[src/rtl/dmem_arb_pkg.sv]
// Shared types and constants for the data-memory arbiter.
package dmem_arb_pkg;

    typedef enum logic [1:0] {
        IDLE = 2'd0,
        OWN0 = 2'd1,
        OWN1 = 2'd2
    } arb_state_e;

    localparam int unsigned PORT0 = 0;
    localparam int unsigned PORT1 = 1;
    localparam int unsigned IDX_W = 10;

endpackage

[src/rtl/rr_pick2.sv]
// Combinational 2-way round-robin picker: on a tie, the port not served last wins.
module rr_pick2
    import dmem_arb_pkg::*;
(
    input  logic [1:0] req,
    input  logic       last,
    output logic [1:0] pick
);

    // last == 1 means port 1 was served most recently, so port 0 wins a tie.
    always_comb begin
        pick        = 2'b00;
        pick[PORT0] = req[PORT0] & (~req[PORT1] | last);
        pick[PORT1] = req[PORT1] & (~req[PORT0] | ~last);
    end

endmodule

[src/rtl/dmem_arbiter.sv]
// Two-port arbiter for the single-port 1024x32 data memory, round-robin with lock.
// Optional conflict counter enabled by defining DMEM_ARB_PERF_EN.
module dmem_arbiter
    import dmem_arb_pkg::*;
#(
    parameter int unsigned AW    = 32,
    parameter int unsigned DW    = 32,
    parameter int unsigned IDX_W = dmem_arb_pkg::IDX_W
) (
    input  logic          clk,
    input  logic          reset,
`ifdef DMEM_ARB_PERF_EN
    output logic [31:0]   conflict_cnt,
`endif
    input  logic          req0,
    input  logic          req1,
    input  logic          we0,
    input  logic          we1,
    input  logic          lock0,
    input  logic          lock1,
    input  logic [AW-1:0] addr0,
    input  logic [AW-1:0] addr1,
    input  logic [DW-1:0] wdata0,
    input  logic [DW-1:0] wdata1,
    output logic          gnt0,
    output logic          gnt1,
    output logic          rvalid0,
    output logic          rvalid1,
    output logic [DW-1:0] rdata0,
    output logic [DW-1:0] rdata1,
    output logic          mem_read,
    output logic          mem_write,
    output logic [AW-1:0] mem_addr,
    output logic [DW-1:0] mem_din,
    input  logic [DW-1:0] mem_dout
);

    if (AW < IDX_W) begin : g_aw_check
        $error("dmem_arbiter: AW must cover the memory index width");
    end

    arb_state_e state_q;
    logic       last_q;
    logic [1:0] req_vec;
    logic [1:0] pick;
    logic [1:0] gnt_vec;

    assign req_vec = {req1, req0};

    rr_pick2 u_pick (
        .req  (req_vec),
        .last (last_q),
        .pick (pick)
    );

    // While owned, only the owner can be granted; reset suppresses every grant.
    always_comb begin
        gnt_vec = 2'b00;
        if (!reset) begin
            unique case (state_q)
                IDLE:    gnt_vec = pick;
                OWN0:    gnt_vec[PORT0] = req0;
                OWN1:    gnt_vec[PORT1] = req1;
                default: gnt_vec = 2'b00;
            endcase
        end
    end

    assign gnt0 = gnt_vec[PORT0];
    assign gnt1 = gnt_vec[PORT1];

    always_comb begin
        mem_read  = 1'b0;
        mem_write = 1'b0;
        mem_addr  = '0;
        mem_din   = '0;
        if (gnt0) begin
            mem_read  = ~we0;
            mem_write = we0;
            mem_addr  = addr0;
            mem_din   = wdata0;
        end else if (gnt1) begin
            mem_read  = ~we1;
            mem_write = we1;
            mem_addr  = addr1;
            mem_din   = wdata1;
        end
    end

    always_ff @(posedge clk) begin
        if (reset) begin
            state_q <= IDLE;
            last_q  <= 1'b1;
            rvalid0 <= 1'b0;
            rvalid1 <= 1'b0;
            rdata0  <= '0;
            rdata1  <= '0;
        end else begin
            rvalid0 <= gnt0 & ~we0;
            rvalid1 <= gnt1 & ~we1;
            if (gnt0 && !we0) rdata0 <= mem_dout;
            if (gnt1 && !we1) rdata1 <= mem_dout;

            if (gnt0) begin
                state_q <= lock0 ? OWN0 : IDLE;
                last_q  <= 1'b0;
            end else if (gnt1) begin
                state_q <= lock1 ? OWN1 : IDLE;
                last_q  <= 1'b1;
            end else if ((state_q == OWN0 && !req0) || (state_q == OWN1 && !req1)) begin
                // Owner dropped its request for a cycle: release the lock.
                state_q <= IDLE;
            end
        end
    end

`ifdef DMEM_ARB_PERF_EN
    logic conflict;

    assign conflict = (req0 & ~gnt0) | (req1 & ~gnt1);

    always_ff @(posedge clk) begin
        if (reset) begin
            conflict_cnt <= '0;
        end else if (conflict && !(&conflict_cnt)) begin
            conflict_cnt <= conflict_cnt + 32'd1;
        end
    end
`endif

endmodule
[config.mk]
export PLATFORM = sky130hd
export DESIGN_NAME = dmem_arbiter
export DESIGN_NICKNAME = d
export VERILOG_FILES = /design/src/rtl/dmem_arb_pkg.sv /design/src/rtl/rr_pick2.sv /design/src/rtl/dmem_arbiter.sv
export SDC_FILE = /design/constraint.sdc
export NUM_CORES = 1
export LEC_CHECK = 0
export ABC_AREA = 1
export CAP_MARGIN = 20
export CORE_AREA = 4 4 114 116
export CTS_BUF_LIST = sky130_fd_sc_hd__clkbuf_8 sky130_fd_sc_hd__clkbuf_16
export CTS_CLUSTER_SIZE = 24
export DETAILED_ROUTE_END_ITERATION = 10
export DIE_AREA = 0 0 118 120
export GPL_TIMING_DRIVEN = 0
export HOLD_SLACK_MARGIN = 0.1
export PLACE_DENSITY_LB_ADDON = 0.25
export RECOVER_POWER = 25
export SYNTH_ARGS = -nofsm -noshare
export SYNTH_HDL_FRONTEND = slang
export SYNTH_SLANG_ARGS = --single-unit
[constraint.sdc]
create_clock -name clk -period 1.95 [get_ports clk]
set_input_delay 0.585 -clock clk [delete_from_list [all_inputs] [get_ports clk]]
set_output_delay 0.585 -clock clk [all_outputs]
set_load 0.01 [all_outputs]
# Yosys cells after proc, flatten, opt, wreduce, memory -nomap -nowiden

Index checks and enable logic that the tools add are counted.
W data, S select, Z words.

Bits of input ports: 168
Word-level logic and storage cells: 49
Bits in registers: 69
Output and inout bits: 134

Reductions and logical operators: 12
Bitwise operators: 11
Equality and inequality tests: 2
Mux-type cells: 18

Operators by type and width:

| kind                 | number |
|---|---|
| $mux W32             | 4 |
| $mux W2              | 5 |
| $mux W1              | 7 |
| $not A1 Y1           | 5 |
| $and A1 B1 Y1        | 4 |
| $logic_and A1 B1 Y1  | 4 |
| $logic_not A1 Y1     | 4 |
| $pmux W1 S2          | 2 |
| $reduce_bool A3 Y1   | 1 |
| $eq A2 B1 Y1 const B | 1 |
| $eq A2 B2 Y1 const B | 1 |
| $logic_not A2 Y1     | 1 |
| $or A1 B1 Y1         | 2 |
| $reduce_bool A2 Y1   | 1 |
| $logic_or A1 B1 Y1   | 1 |

# Logic depth before layout (Yosys ltp)

Gate-level depths: netlist of the first run.

Depth in word-level cells: 7
Gate-level depth with buffers: 10

# By module

Synthesis of the first run repeated with hierarchy kept, for this count alone.

Cells, all modules: 503
Area total of the unflattened synthesis: 3628.5 um^2

Modules (own cells, without submodules):

| module       | cells an instance | area each (um^2) | times used |
|---|---|---|---|
| dmem_arbiter | 499               | 3601.0           | 1 |
| rr_pick2     | 4                 | 27.5             | 1 |

# Worst setup path after synthesis of the first run

Ideal clock, no wire load.

Kind: input-to-output
From: input port req1
To: output port mem_addr[10]
Setup slack: 0.007 ns
Stages on the path: 6
Data arrival time: 1.358 ns
Path through: nand3_1 -> nand2_4 -> inv_4 -> buf_6 -> buf_6 -> a22o_1

Cells in the longest elaborated chain, start to end: 6
Elaborated cells between the ends (all ways): 9
Those cells by class: 5 x mux; 4 x bitwise

Ends and longest elaborated chain:

| element       | RTL line           | source |
|---|---|---|
| from (decl)   | dmem_arbiter.sv:16 | `input logic req1,` |
| $not A1 Y1    | rr_pick2.sv:13     | `pick[PORT0] = req[PORT0] & (~req[PORT1] \| last);` |
| $or A1 B1 Y1  | rr_pick2.sv:13     |  |
| $and A1 B1 Y1 | rr_pick2.sv:13     |  |
| $pmux W1 S2   | dmem_arbiter.sv:60 | `unique case (state_q)` |
| $mux W2 *     | dmem_arbiter.sv:59 | `if (!reset) begin` |
| $mux W32 *    | dmem_arbiter.sv:77 | `if (gnt0) begin` |
| to (decl)     | dmem_arbiter.sv:33 | `output logic [AW-1:0] mem_addr,` |

Every way passes the cells marked *; elsewhere a longest branch is shown, timed or not.

# Worst setup path in the final report of the first run

From: input port req1
To: output port mem_din[18]

Cells in the longest elaborated chain, start to end: 6
Elaborated cells between the ends (all ways): 9
Those cells by class: 5 x mux; 4 x bitwise

Ends and longest elaborated chain:

| element       | RTL line           | source |
|---|---|---|
| $not A1 Y1    | rr_pick2.sv:13     |  |
| $or A1 B1 Y1  | rr_pick2.sv:13     |  |
| $and A1 B1 Y1 | rr_pick2.sv:13     |  |
| $pmux W1 S2   | dmem_arbiter.sv:60 |  |
| $mux W2 *     | dmem_arbiter.sv:59 |  |
| $mux W32 *    | dmem_arbiter.sv:77 |  |
| to (decl)     | dmem_arbiter.sv:34 | `output logic [DW-1:0] mem_din,` |

Marked as above.

==> results of run 1 <==
cell usage in the layout, fill, tap and decap left out, drive strengths merged:
cell,count
nor2,67
clkinvlp,3
inv,10
clkdlybuf4s15,11
dfxtp,69
a21oi,2
nand2,74
clkinv,1
nand4,2
dlygate4sd2,1
clkbuf,14
buf,109
clkdlybuf4s50,229
bufinv,2
nand3b,2
o21ai,33
a22o,64
nand3,34
a31oi,1
state kept, by name (all words and copies together) (netlist names):
register	flops
last_q	1
rvalid1	1
rdata1	32
rvalid0	1
state_q	2
rdata0	32
worst max-delay path, cell delays in order:
cell     delay (ns)
buf_2          0.13
nand2_2        0.08
nor2_2         0.04
nand2_2        0.09
inv_4          0.06
buf_12         0.13
buf_12         0.12
buf_16         0.12
a22o_1         0.23
buf_2          0.15
per-layer routing:
layer,up-vias,part of all wire [%],track usage (%)
li1,2024,-,-
met1,1972,38,24.5
met2,202,50,38.6
met3,17,10,7.78
met4,0,1.2,5.64
met5,-,0,0
kinds of logic (layout without fill, tap and decap cells):
family	Yosys count	count (layout)	share of synthesized area (%)
and+or+nand+nor	179	179	25.6
AOI/OAI and AO/OA	100	100	22.7
buffers and inverters	43	380	9.53
DFF	69	69	42.2
layout make-up:
type	instances	area (sq um)
Buffer	29	292
Multi-Input combinational cell	279	1630
Sequential cell	69	1380
Timing Repair Buffer	325	3050
Fill cell	1106	4990
Tap cell	147	184
Inverter	10	53.8
Clock buffer	10	239
Clock inverter	6	87.6
repair_timing:
action                                  CTS  global route
setup buffers                            17             3
pin swaps                                22            13
gates resized for setup                 327            11
endpoints found under the setup margin   68            68
endpoints found under the hold margin     0             0
cloned                                    5             0
hold buffers                              0             0
stage by stage:
| step | power [mW] | setup WS, ns | TNS [ns] |
|---|---|---|---|
| after floorplan | 1.95 | 0.00738 | 0 |
| after global placement | 2.74 | -1.22 | -83.07 |
| after detailed placement | 2.75 | -1.24 | -88.31 |
| after CTS | 4.53 | -0.356 | -19.32 |
| after global routing | 4.68 | -0.415 | -23.21 |
| final | 4.50 | -0.375 | -18.79 |
power by group:
part / switching, mW / internal [mW]
sequential: 0.0396 / 1.48
combinational: 0.494 / 0.732
clock: 0.596 / 1.15
worst max path at each step:
stage	cells past startpoint	slack (ns)	from	to
floorplan	6	0.007	req1	mem_addr[10]
global placement	8	-1.22	reset	mem_din[14]
detailed placement	8	-1.24	reset	mem_din[14]
CTS	10	-0.36	state_q[0]	mem_din[18]
global route	10	-0.42	state_q[0]	mem_din[18]
finish	10	-0.38	req1	mem_din[18]
==> flow_summary_export.csv, run 1 <==
group,metric,value,unit
drt,postRouteWirelength,16.1,mm
grt,grt_overflow,0,
worst_hold_path,hold_class,"reg2reg",
timing,finalHoldViolCount,0,
drt,antenna_left,0,
floorplanning,floorplan.rows,40,
cts,cts_tree,"built",
status,violations,"negative setup slack",
timing,drv_slew,0,
synth,netlist_instances,391,
synth,synth_area,3270,sq um
timing,fin_ws,-0.375,ns
worst_hold_path,worstHoldEndpoint,"rdata1[29]",
setup_path,reg2regPathDepth,11,
cts,clk_latency,0.32,ns
timing,min_period,2.33,ns
timing,rsz0062_at_grt,"yes",
drt,wl_per_cell,18.4,microns
status,outcome,"finished with violations",
synth,synthTopCellsByCount,"71 x nand2_1, 69 x dfxtp_1, 64 x a22o_1",
placed_design,place_inst,839,
cts,clk_pin_slew,0.06,ns
cells_and_area,instances_no_fill,875,
floorplanning,coreArea,11900,sq um
setup_path,required,1.36,ns
grt,track_usage,21.6,%
grt,grt_max_degree,17,
grt,grt_pass1_vias,4302,
cells_and_area,insertedDiodeCount,0,
cts,root_buffer,"clkbuf_16",
synth,syn_area_per_cell,8.36,sq um
synth,yosysSeqAreaShare,42.2,%
timing,finalCritPeriodShare,119,%
synth,netlist.top_cell.by_area,"dfxtp_1",
setup_path,start_kind,"input pin",
cells_and_area,finish.instance_area,6920,sq um
floorplanning,die_width,118,microns
drt,num_vias,4215,
timing,timing.fmax,430,MHz
setup_path,cp_max_fo,6,
setup_path,ff2ff_setup_slack,0.26,ns
power,ir_drop,510,uV
cells_and_area,drive_gt1_share,25.5,%
setup_path,r2r-end,"rdata1[31]",
synth,synth_top_area_share,42.2,%
cts,clk_path_buf_depth,2,
placed_design,place_area,6470,sq um
synth,synth_nets,559,
timing,tightest_slew,0.481,ns
cells_and_area,fin_util,58.1,%
floorplanning,die_area,14200,sq um
floorplanning,die_h,120,microns
synth,synth_area_leaders,"dfxtp_1 42%, a22o_1 17%, nand2_1 8.1%",
setup_path,crit_arrival,1.74,ns
placed_design,portBuffers,301,
floorplanning,start_util,27.5,%
synth,synth_edf_count,0,
cts,cts_max_level,3,
timing,finalSetupViolations,68,
setup_path,critPathKind,"in2out",
cts,clock_sinks,69,
floorplanning,ios,302,
synth,synth_seq_cells,69,
setup_path,cp-end-kind,"output pin",
synth,synth.distinct_cells,23,
power,leakage,3.06,nW
worst_hold_path,min_from,"rdata1[29]",
synth,synth.most_common_cell,"nand2_1",
cts,cts_buffers,9,
setup_path,r2r_start,"state_q[0]",
cells_and_area,fin_nets,891,
drt,routed_via_density,4.82,
timing,finClkSkew,0.00703,ns
drt,drtPass1Iterations,6,
timing,whs,0.462,ns
placed_design,dp_hpwl,12.4,mm
power,pwr_density_cell,650,nW/um^2
timing,slew_headroom,67.9,%
synth,ys.flop_type,"dfxtp_1",
worst_hold_path,min_path_cells,2,
synth,ys_warn_count,0,
grt,grt_pass1_wl,24.5,mm
drt,drc_errors,0,
grt,antenna_found_initial,0,
cells_and_area,syn2layout_area_growth,112,%
placed_design,globalplace.congestion,0.903,
drt,first_iter_violations,216,
flow_run,cap_violations,0,
synth,ys_async_sr_fraction,0,%
Power figures use the tool's default switching activity.
==> run 2, diff against run 1 <==
--- a/config.mk
+++ b/config.mk
@@ -16,6 +16,7 @@
 export HOLD_SLACK_MARGIN = 0.1
 export PLACE_DENSITY_LB_ADDON = 0.25
 export RECOVER_POWER = 25
+export SKIP_CTS_REPAIR_TIMING = 1
 export SYNTH_ARGS = -nofsm -noshare
 export SYNTH_HDL_FRONTEND = slang
 export SYNTH_SLANG_ARGS = --single-unit
==> constraint.sdc (replaced) <==
create_clock -name clk -period 1.95 [get_ports clk]
set_input_delay 0.585 -clock clk [delete_from_list [all_inputs] [get_ports clk]]
set_output_delay 0.585 -clock clk [all_outputs]
set_load 0.02 [all_outputs]
==> flow_summary_export.csv, run 2 (synthesized netlist as in run 1, its figures left out) <==
group,metric,value,unit
status,outcome,"finished with violations",
status,violations,"negative setup slack",
grt,grt_pass1_vias,4149,
cts,clk_pin_slew,0.06,ns
setup_path,critPathKind,"reg2out",
worst_hold_path,min_from,"rdata1[0]",
cells_and_area,insertedDiodeCount,0,
cts,cts_buffers,9,
cells_and_area,layout_commonest_cell,"clkdlybuf4s50_1",
floorplanning,die_area,14200,sq um
placed_design,place_ws,-1.28,ns
flow_run,cap_violations,0,
cells_and_area,fin_nets,895,
cts,clk_path_buf_depth,2,
drt,routed_via_density,4.73,
setup_path,cp-end-kind,"output pin",
setup_path,critPathTopFamily,"buffers and inverters",
grt,track_usage,20.5,%
worst_hold_path,hold_class,"reg2reg",
grt,grt_use_met3,7.16,%
grt,grt_max_degree,13,
grt,gr-usage-met2,36.0,%
floorplanning,die_width,118,microns
grt,busiest_layer,"met2",
grt,met1_usage,24.0,%
cells_and_area,mostFrequentLayoutCells,"228 x clkdlybuf4s50_1, 68 x nand2_1, 67 x dfxtp_1",
timing,slew_headroom,69.5,%
placed_design,portBuffers,301,
worst_hold_path,min_path_cells,2,
setup_path,crit_slowest_cell,"dfxtp_4",
placed_design,place_area,6480,sq um
drt,wl_per_cell,18.3,microns
timing,finalCritPeriodShare,117,%
setup_path,crit_arrival,1.69,ns
power,leakage,3.17,nW
cells_and_area,fin_util,59.9,%
setup_path,critical_path.max_stage_delay,0.36,ns
floorplanning,coreArea,11900,sq um
placed_design,dp_hpwl,12.4,mm
timing,finalSetupViolations,67,
setup_path,reg2regPathDepth,11,
floorplanning,ios,302,
power,ir_drop,507,uV
cts,root_buffer,"clkbuf_16",
drt,drc_errors,0,
timing,fin_ws,-0.328,ns
power,pwr_density_cell,660,nW/um^2
timing,finalHoldViolCount,0,
setup_path,path_buf_inv,5,
drt,postRouteWirelength,16.1,mm
cts,cts_max_level,3,
cells_and_area,syn2layout_area_growth,118,%
timing,timing.fmax,439,MHz
setup_path,ff2ff_setup_slack,0.29,ns
worst_hold_path,worstHoldEndpoint,"rdata1[0]",
timing,rsz0062_at_grt,"yes",
setup_path,cp_max_fo,10,
cells_and_area,drive_gt1_share,26.1,%
cells_and_area,reg.largest.list,"rdata0: 32 flops, rdata1: 32 flops, state_q: 2 flops",
placed_design,globalplace.congestion,1.01,
timing,finClkSkew,0.00361,ns
grt,antenna_found_initial,0,
cts,cts_tree,"built",
timing,drv_slew,0,
setup_path,required,1.36,ns
floorplanning,floorplan.rows,40,
drt,first_iter_violations,172,
drt,antenna_left,0,
setup_path,path_cells,"inv_4 > nand2_4 > nor2_4 > nand2_4 > inv_8 > buf_8 > buf_8 > a22o_1 > buf_6",
grt,grt_pass1_wl,23.3,mm
floorplanning,start_util,27.5,%
floorplanning,die_h,120,microns
cells_and_area,finish.instance_area,7140,sq um
setup_path,start_kind,"flop",
drt,num_vias,4159,
setup_path,r2r_start,"state_q[1]",
cts,clk_latency,0.32,ns
grt,grt_overflow,0,
cells_and_area,instances_no_fill,879,
setup_path,r2r-end,"rdata0[13]",
placed_design,place_inst,839,
timing,tns,-18.51,ns
timing,tightest_slew,0.457,ns
drt,drtPass1Iterations,4,
power,p_total,4.71,mW
cts,clock_sinks,69,
timing,min_period,2.28,ns
timing,whs,0.465,ns
run 2: layout make-up:
cell class	instances	area, sq um
Fill cell	1037	4770
Multi-Input combinational cell	279	1670
Sequential cell	69	1390
Buffer	31	310
Inverter	10	72.6
Tap cell	147	184
Clock buffer	10	239
Timing Repair Buffer	327	3190
Clock inverter	6	87.6
run 2: how the worst max path moves through the flow:
stage,start,cells past startpoint,to
floorplan,req1,7,mem_addr[0]
global placement,reset,7,mem_din[10]
detailed placement,req1,9,mem_din[18]
CTS,req1,9,mem_din[21]
global route,state_q[1],8,mem_din[29]
finish,state_q[1],9,mem_addr[18]
run 2: routing by layer:
metal,share of wire [%],up-vias
met5,0,-
met2,51,174
met1,40,1947
li1,-,2023
met4,1.4,0
met3,7.4,15
run 2: where the power goes:
group	switching, mW	total [mW]	internal, mW
clock network	0.619	1.77	1.15
registers	0.0413	1.52	1.48
logic	0.634	1.42	0.782
total	1.29	4.71	3.42
run 2: worst register-to-register path, cell delays in order (launching register included):
cell and delay (ns):
dfxtp_4 0.36, inv_4 0.07, nand2_4 0.05, nor2_4 0.12, nand2_4 0.09, buf_6 0.14, nor2_8 0.18, clkinv_8 0.09
buf_4 0.16, buf_6 0.15, nor2_2 0.09, nor2_1 0.05
